## src/rtl/mux_rr_arbiter.sv

```systemverilog
// mux_rr_arbiter
//   Round-robin arbiter and sequencer that shares one 16:1 mux between
//   16 requesters. It drives the mux select and an active-low enable with
//   break-before-make timing: the select only moves while the mux is off.
//
//   Optional feature: define MUX_ARB_TIMEOUT_EN to limit every grant to
//   MAX_HOLD cycles. When a grant is forcibly ended, a one-cycle pulse
//   appears on timeout_o. With the macro undefined, a grant lasts until
//   the requester drops its request, and timeout_o stays 0.
//
//   Ports
//     clk_i      rising-edge clock
//     rst_n_i    asynchronous active-low reset
//     req_i      per-requester level request, held until done
//     gnt_o      one-hot grant (registered)
//     s_o        mux select (registered)
//     e_n_o      mux enable, active-low (registered)
//     busy_o     high whenever the sequencer is not idle (registered)
//     timeout_o  one-cycle pulse when a grant is forcibly ended
//
//   state  | meaning
//   IDLE   | mux disabled, arbitrate among pending requests
//   SETUP  | select driven to winner, mux still disabled (settle cycle)
//   GRANT  | mux enabled for the winner until release or hold limit

module mux_rr_arbiter #(
  parameter int N_REQ    = 16,
  parameter int SEL_W    = 4,
  parameter int MAX_HOLD = 8
) (
  input  logic             clk_i,
  input  logic             rst_n_i,
  input  logic [N_REQ-1:0] req_i,
  output logic [N_REQ-1:0] gnt_o,
  output logic [SEL_W-1:0] s_o,
  output logic             e_n_o,
  output logic             busy_o,
  output logic             timeout_o
);

  typedef enum logic [1:0] {
    ST_IDLE  = 2'd0,
    ST_SETUP = 2'd1,
    ST_GRANT = 2'd2
  } state_e;

  state_e           state_q, state_d;
  logic [SEL_W-1:0] s_q, s_d;
  logic [SEL_W-1:0] ptr_q, ptr_d;
  logic [N_REQ-1:0] gnt_q, gnt_d;
  logic             e_n_q, e_n_d;
  logic             busy_q, busy_d;
  logic             timeout_q, timeout_d;
  logic [7:0]       cnt_q, cnt_d;

  logic [SEL_W-1:0] pick;
  logic             pick_vld;
  logic             req_k;
  logic             hold_expire;

  // s_q holds the current candidate/owner from SETUP onwards.
  assign req_k = req_i[s_q];

`ifdef MUX_ARB_TIMEOUT_EN
  // A release on the same edge as the limit still counts as a timeout,
  // so the limit does not look at req_k.
  assign hold_expire = (state_q == ST_GRANT) && (cnt_q == 8'(MAX_HOLD - 1));
`else
  assign hold_expire = 1'b0;
`endif

  // Round-robin search from ptr+1 upward. The loop runs from the largest
  // offset down so that the nearest set bit is the one assigned last.
  // Offset N_REQ wraps to ptr itself, which is how a sole requester gets
  // re-granted.
  always_comb begin
    logic [SEL_W-1:0] idx;
    pick     = '0;
    pick_vld = 1'b0;
    idx      = '0;
    for (int i = N_REQ; i >= 1; i--) begin
      idx = ptr_q + SEL_W'(i);
      if (req_i[idx]) begin
        pick     = idx;
        pick_vld = 1'b1;
      end
    end
  end

  // State register
  always_ff @(posedge clk_i or negedge rst_n_i) begin
    if (!rst_n_i) begin
      state_q <= ST_IDLE;
    end else begin
      state_q <= state_d;
    end
  end

  // Next-state logic
  always_comb begin
    state_d = state_q;
    unique case (state_q)
      ST_IDLE: begin
        if (pick_vld) state_d = ST_SETUP;
      end
      ST_SETUP: begin
        state_d = req_k ? ST_GRANT : ST_IDLE;
      end
      ST_GRANT: begin
        if (hold_expire || !req_k) state_d = ST_IDLE;
      end
      default: state_d = ST_IDLE;
    endcase
  end

  // Output logic. All outputs are registered, so this computes their
  // next values.
  always_comb begin
    s_d       = s_q;
    ptr_d     = ptr_q;
    gnt_d     = gnt_q;
    e_n_d     = e_n_q;
    cnt_d     = cnt_q;
    timeout_d = 1'b0;
    busy_d    = (state_d != ST_IDLE);
    unique case (state_q)
      ST_IDLE: begin
        if (pick_vld) s_d = pick;
      end
      ST_SETUP: begin
        // If the requester withdrew, nothing changes and ptr keeps its
        // old value.
        if (req_k) begin
          gnt_d = {{(N_REQ-1){1'b0}}, 1'b1} << s_q;
          e_n_d = 1'b0;
          ptr_d = s_q;
          cnt_d = 8'd0;
        end
      end
      ST_GRANT: begin
        if (cnt_q != 8'hFF) cnt_d = cnt_q + 8'd1;
        if (hold_expire) begin
          gnt_d     = '0;
          e_n_d     = 1'b1;
          timeout_d = 1'b1;
        end else if (!req_k) begin
          gnt_d = '0;
          e_n_d = 1'b1;
        end
      end
      default: begin
        gnt_d = '0;
        e_n_d = 1'b1;
      end
    endcase
  end

  always_ff @(posedge clk_i or negedge rst_n_i) begin
    if (!rst_n_i) begin
      s_q       <= '0;
      ptr_q     <= SEL_W'(N_REQ - 1);
      gnt_q     <= '0;
      e_n_q     <= 1'b1;
      busy_q    <= 1'b0;
      timeout_q <= 1'b0;
      cnt_q     <= 8'd0;
    end else begin
      s_q       <= s_d;
      ptr_q     <= ptr_d;
      gnt_q     <= gnt_d;
      e_n_q     <= e_n_d;
      busy_q    <= busy_d;
      timeout_q <= timeout_d;
      cnt_q     <= cnt_d;
    end
  end

  assign gnt_o     = gnt_q;
  assign s_o       = s_q;
  assign e_n_o     = e_n_q;
  assign busy_o    = busy_q;
  assign timeout_o = timeout_q;

endmodule

```

## config.mk

```make
export PLATFORM = sky130hd
export DESIGN_NAME = mux_rr_arbiter
export DESIGN_NICKNAME = d
export VERILOG_FILES = /design/src/rtl/mux_rr_arbiter.sv
export SDC_FILE = /design/constraint.sdc
export NUM_CORES = 1
export LEC_CHECK = 0
export ABC_AREA = 1
export CORE_AREA = 4 4 104 106
export DETAILED_ROUTE_END_ITERATION = 10
export DIE_AREA = 0 0 108 110
export PLACE_DENSITY = 0.5
export RECOVER_POWER = 25
export SLEW_MARGIN = 15
export SYNTH_ARGS = -nofsm -noshare
export SYNTH_HDL_FRONTEND = slang
export SYNTH_SLANG_ARGS = --single-unit
```

## constraint.sdc

```tcl
create_clock -name clk_i -period 2.8 [get_ports clk_i]
set_input_delay 0.28 -clock clk_i [delete_from_list [all_inputs] [get_ports clk_i]]
set_output_delay 0.28 -clock clk_i [all_outputs]
set_load 0.01 [all_outputs]
```

==> results.json <==
{
  "yosysMostFrequentCell": "nand2_1",
  "r2r_cells": 14,
  "hp-start": "gnt_o[10]$_DFFE_PN0P_",
  "seqCellArea_um2": 707,
  "numCtsBuffers": 3,
  "synth_commonest_cells": "nand2_1 (184), nand3_1 (69), a21oi_1 (43), inv_1 (39), dfrtp_1 (23)",
  "relSlewSlack_pct": 0.488,
  "synth_top_area_share_pct": 23.8,
  "dp_hpwl_um": 8140,
  "place.gp.congestion": 0.903,
  "synth.ff_latch_count": 28,
  "track_usage_pct": 18.2,
  "clock.fmax_mhz": 361,
  "clk_pin_slew_worst_paths_ps": 90,
  "vias": 3557,
  "final_util_pct": 43.5,
  "coreArea_um2": 9770,
  "drive_gt1_share_pct": 25.4,
  "nNetsFinal": 593,
  "grt_remaining_overflow": 0,
  "synthesis.nets": 504,
  "port_buffers": 39,
  "cts_tree": "done",
  "fill_cells": 1033,
  "fin_crit_sh_pct": 98.9,
  "syn_inst": 479,
  "cts_root_buf": "clkbuf_8",
  "rsz0062_at_grt": "true",
  "synthFlopType": "dfrtp_1",
  "syn_area_um2": 2910,
  "setup_viol": 0,
  "drt-initial-drc-count": 262,
  "insertion_delay_ps": 270,
  "postPlaceCellArea_um2": 3650,
  "yosysWarningCount": 0,
  "crit_start": "ptr_q[1]$_DFFE_PN1P_",
  "grt_util_met1_pct": 25.1,
  "grt_use_met3_pct": 2.10,
  "die_y_um": 110,
  "maxCapViolCount": 0,
  "antenna_found_initial": 0,
  "routed_wl_um": 11100,
  "drv_slew": 0,
  "hp-class": "register to register",
  "drc": 0,
  "ios": 41,
  "vias_per_cell": 5.08,
  "diodes": 0,
  "ys_types": 36,
  "first_pass_iters": 6,
  "wire_per_inst_um": 15.8,
  "finalHoldViolations": 0,
  "tightest_slew_ps": 1490,
  "worstSetupPathType": "register to register",
  "multiInputGateArea_um2": 2200,
  "crit_path_max_fanout": 9,
  "synth.largest_area_cell": "nand2_1",
  "status": "finished clean",
  "grt_use_met2_pct": 30.5,
  "grt_max_degree": 29,
  "grt_pass1_vias": 3318,
  "h-tree-depth": 1,
  "cts_hold_buf": 0,
  "fp-row-count": 36,
  "stdcell_area_um2": 4250,
  "avgSynthCellArea_um2": 6.07,
  "holdPathStages": 1,
  "crit_end": "busy_o$_DFF_PN0_",
  "syn2layout_area_growth_pct": 46.2,
  "netlist_top_cells_area": "nand2_1 (24%), dfrtp_1 (20%), nand3_1 (12%)",
  "r2r_slack_ps": 30,
  "clkSinkCount": 28,
  "dp_slack_ps": -205,
  "gr-max-usage-layer": "met2",
  "rr_startpoint": "ptr_q[1]$_DFFE_PN1P_",
  "ys_seq_area_share_pct": 24.3,
  "worstPathRequired_ps": 2960,
  "drtAntennaViolNets": 0,
  "skew_ps": 5.98,
  "worstReg2RegEnd": "busy_o$_DFF_PN0_",
  "synth_edf_count": 0,
  "worstSetupEndpointType": "register",
  "timing.setup.tns_ps": 0,
  "critical_path.startpoint_type": "register",
  "clock_tree.buffer_depth": 2,
  "ys_async_sr_fraction_pct": 100,
  "crit_arrival_ps": 2930,
  "grt_pass1_wl_um": 17200,
  "post-route-min-period_ps": 2770,
  "initial_utilization_pct": 29.7,
  "setup_ws_ps": 29.8,
  "die_w_um": 108,
  "die_area_um2": 11900
}
==> worst min-delay path by stage <==
stage                                        to  slack [ps]
final                     gnt_o[10]$_DFFE_PN0P_         510
after global routing       gnt_o[5]$_DFFE_PN0P_         530
after global placement     gnt_o[1]$_DFFE_PN0P_         480
after floorplan                busy_o$_DFF_PN0_         -20
after CTS                 gnt_o[11]$_DFFE_PN0P_         380
after detailed placement   gnt_o[0]$_DFFE_PN0P_         480
==> per-stage QoR <==
| stage | hold WS [ps] | instances |
|---|---|---|
| 2_1_floorplan | -15.6 | 479 |
| 3_3_place_gp | 483 | 673 |
| 3_5_place_dp | 484 | 673 |
| 4_1_cts | 382 | 679 |
| 5_1_grt | 528 | 700 |
| 6_report | 506 | 700 |
==> cell families (layout without fill, tap and decap cells) <==
group           after synthesis  after routing  share of synthesized area (%)
buf+inv                      67            155                           10.2
xor+xnor                      7              7                           3.01
flops                        28             28                           24.3
compound gates               79             79                           17.6
fa+ha+maj                     7              7                           3.01
other cells                   1              1                          0.129
simple gates                290            290                           41.8
==> layer usage <==
metal	wire length, um	vias up	share of wire, %
met3	677	14	6.1
li1	-	1766	-
met5	0	-	0
met1	4930	1640	45
met4	199	0	1.8
met2	5260	137	48
==> area by class of cell <==
type                    instances  share of cell area (%)
clock buffers                   4                    1.29
well taps                     133                    3.91
repair buffers                102                    21.9
flip-flops and latches         28                    16.6
inverters                      49                    4.56
multi-input cells             384                    51.7
==> registers in the layout, indices dropped and copies added, names as in the netlist <==
name and count:
busy_o 1, gnt_o 16, s_o 4, ptr_q 4, state_q 2, e_n_o 1
==> critical path, cell delays in order, from the launching register on <==
cell	delay (ps)
dfstp_2	590
inv_4	60
ha_4	270
buf_6	130
nand3_1	110
nand3_1	110
nand2_1	110
nand2_1	110
nand2_2	100
nor4_4	260
buf_4	140
nand4_1	220
nand3_4	200
inv_4	40
or2_1	190
==> cell usage in the layout, fill, tap and decap left out, types with 2 or more instances in the layout <==
cell type,count
dfstp_2,5
xor2_2,4
buf_6,4
buf_12,2
a21oi_2,3
nand2_2,22
nand2_4,8
a21oi_1,40
inv_4,4
inv_1,33
inv_2,11
a32o_1,16
nand3_2,3
nand4_1,3
o21ai_0,4
nor2_1,20
a22oi_1,6
a22o_1,2
nand3_1,66
clkdlybuf4s50_1,38
nor2_2,2
nand2_1,161
clkbuf_8,4
dfrtp_1,23
ha_4,5
buf_8,2
buf_4,53
o21ai_1,2
==> timing repair <==
action / in CTS / in global routing
setup buffers: 2 / 20
pin swaps: 3 / 27
endpoints found under the setup margin: 6 / 6
gates cloned: 0 / 1
gates resized for setup: 16 / 73
Power is not shown: default switching activity piles up to over one toggle a cycle in this logic, so the estimate is an artifact.
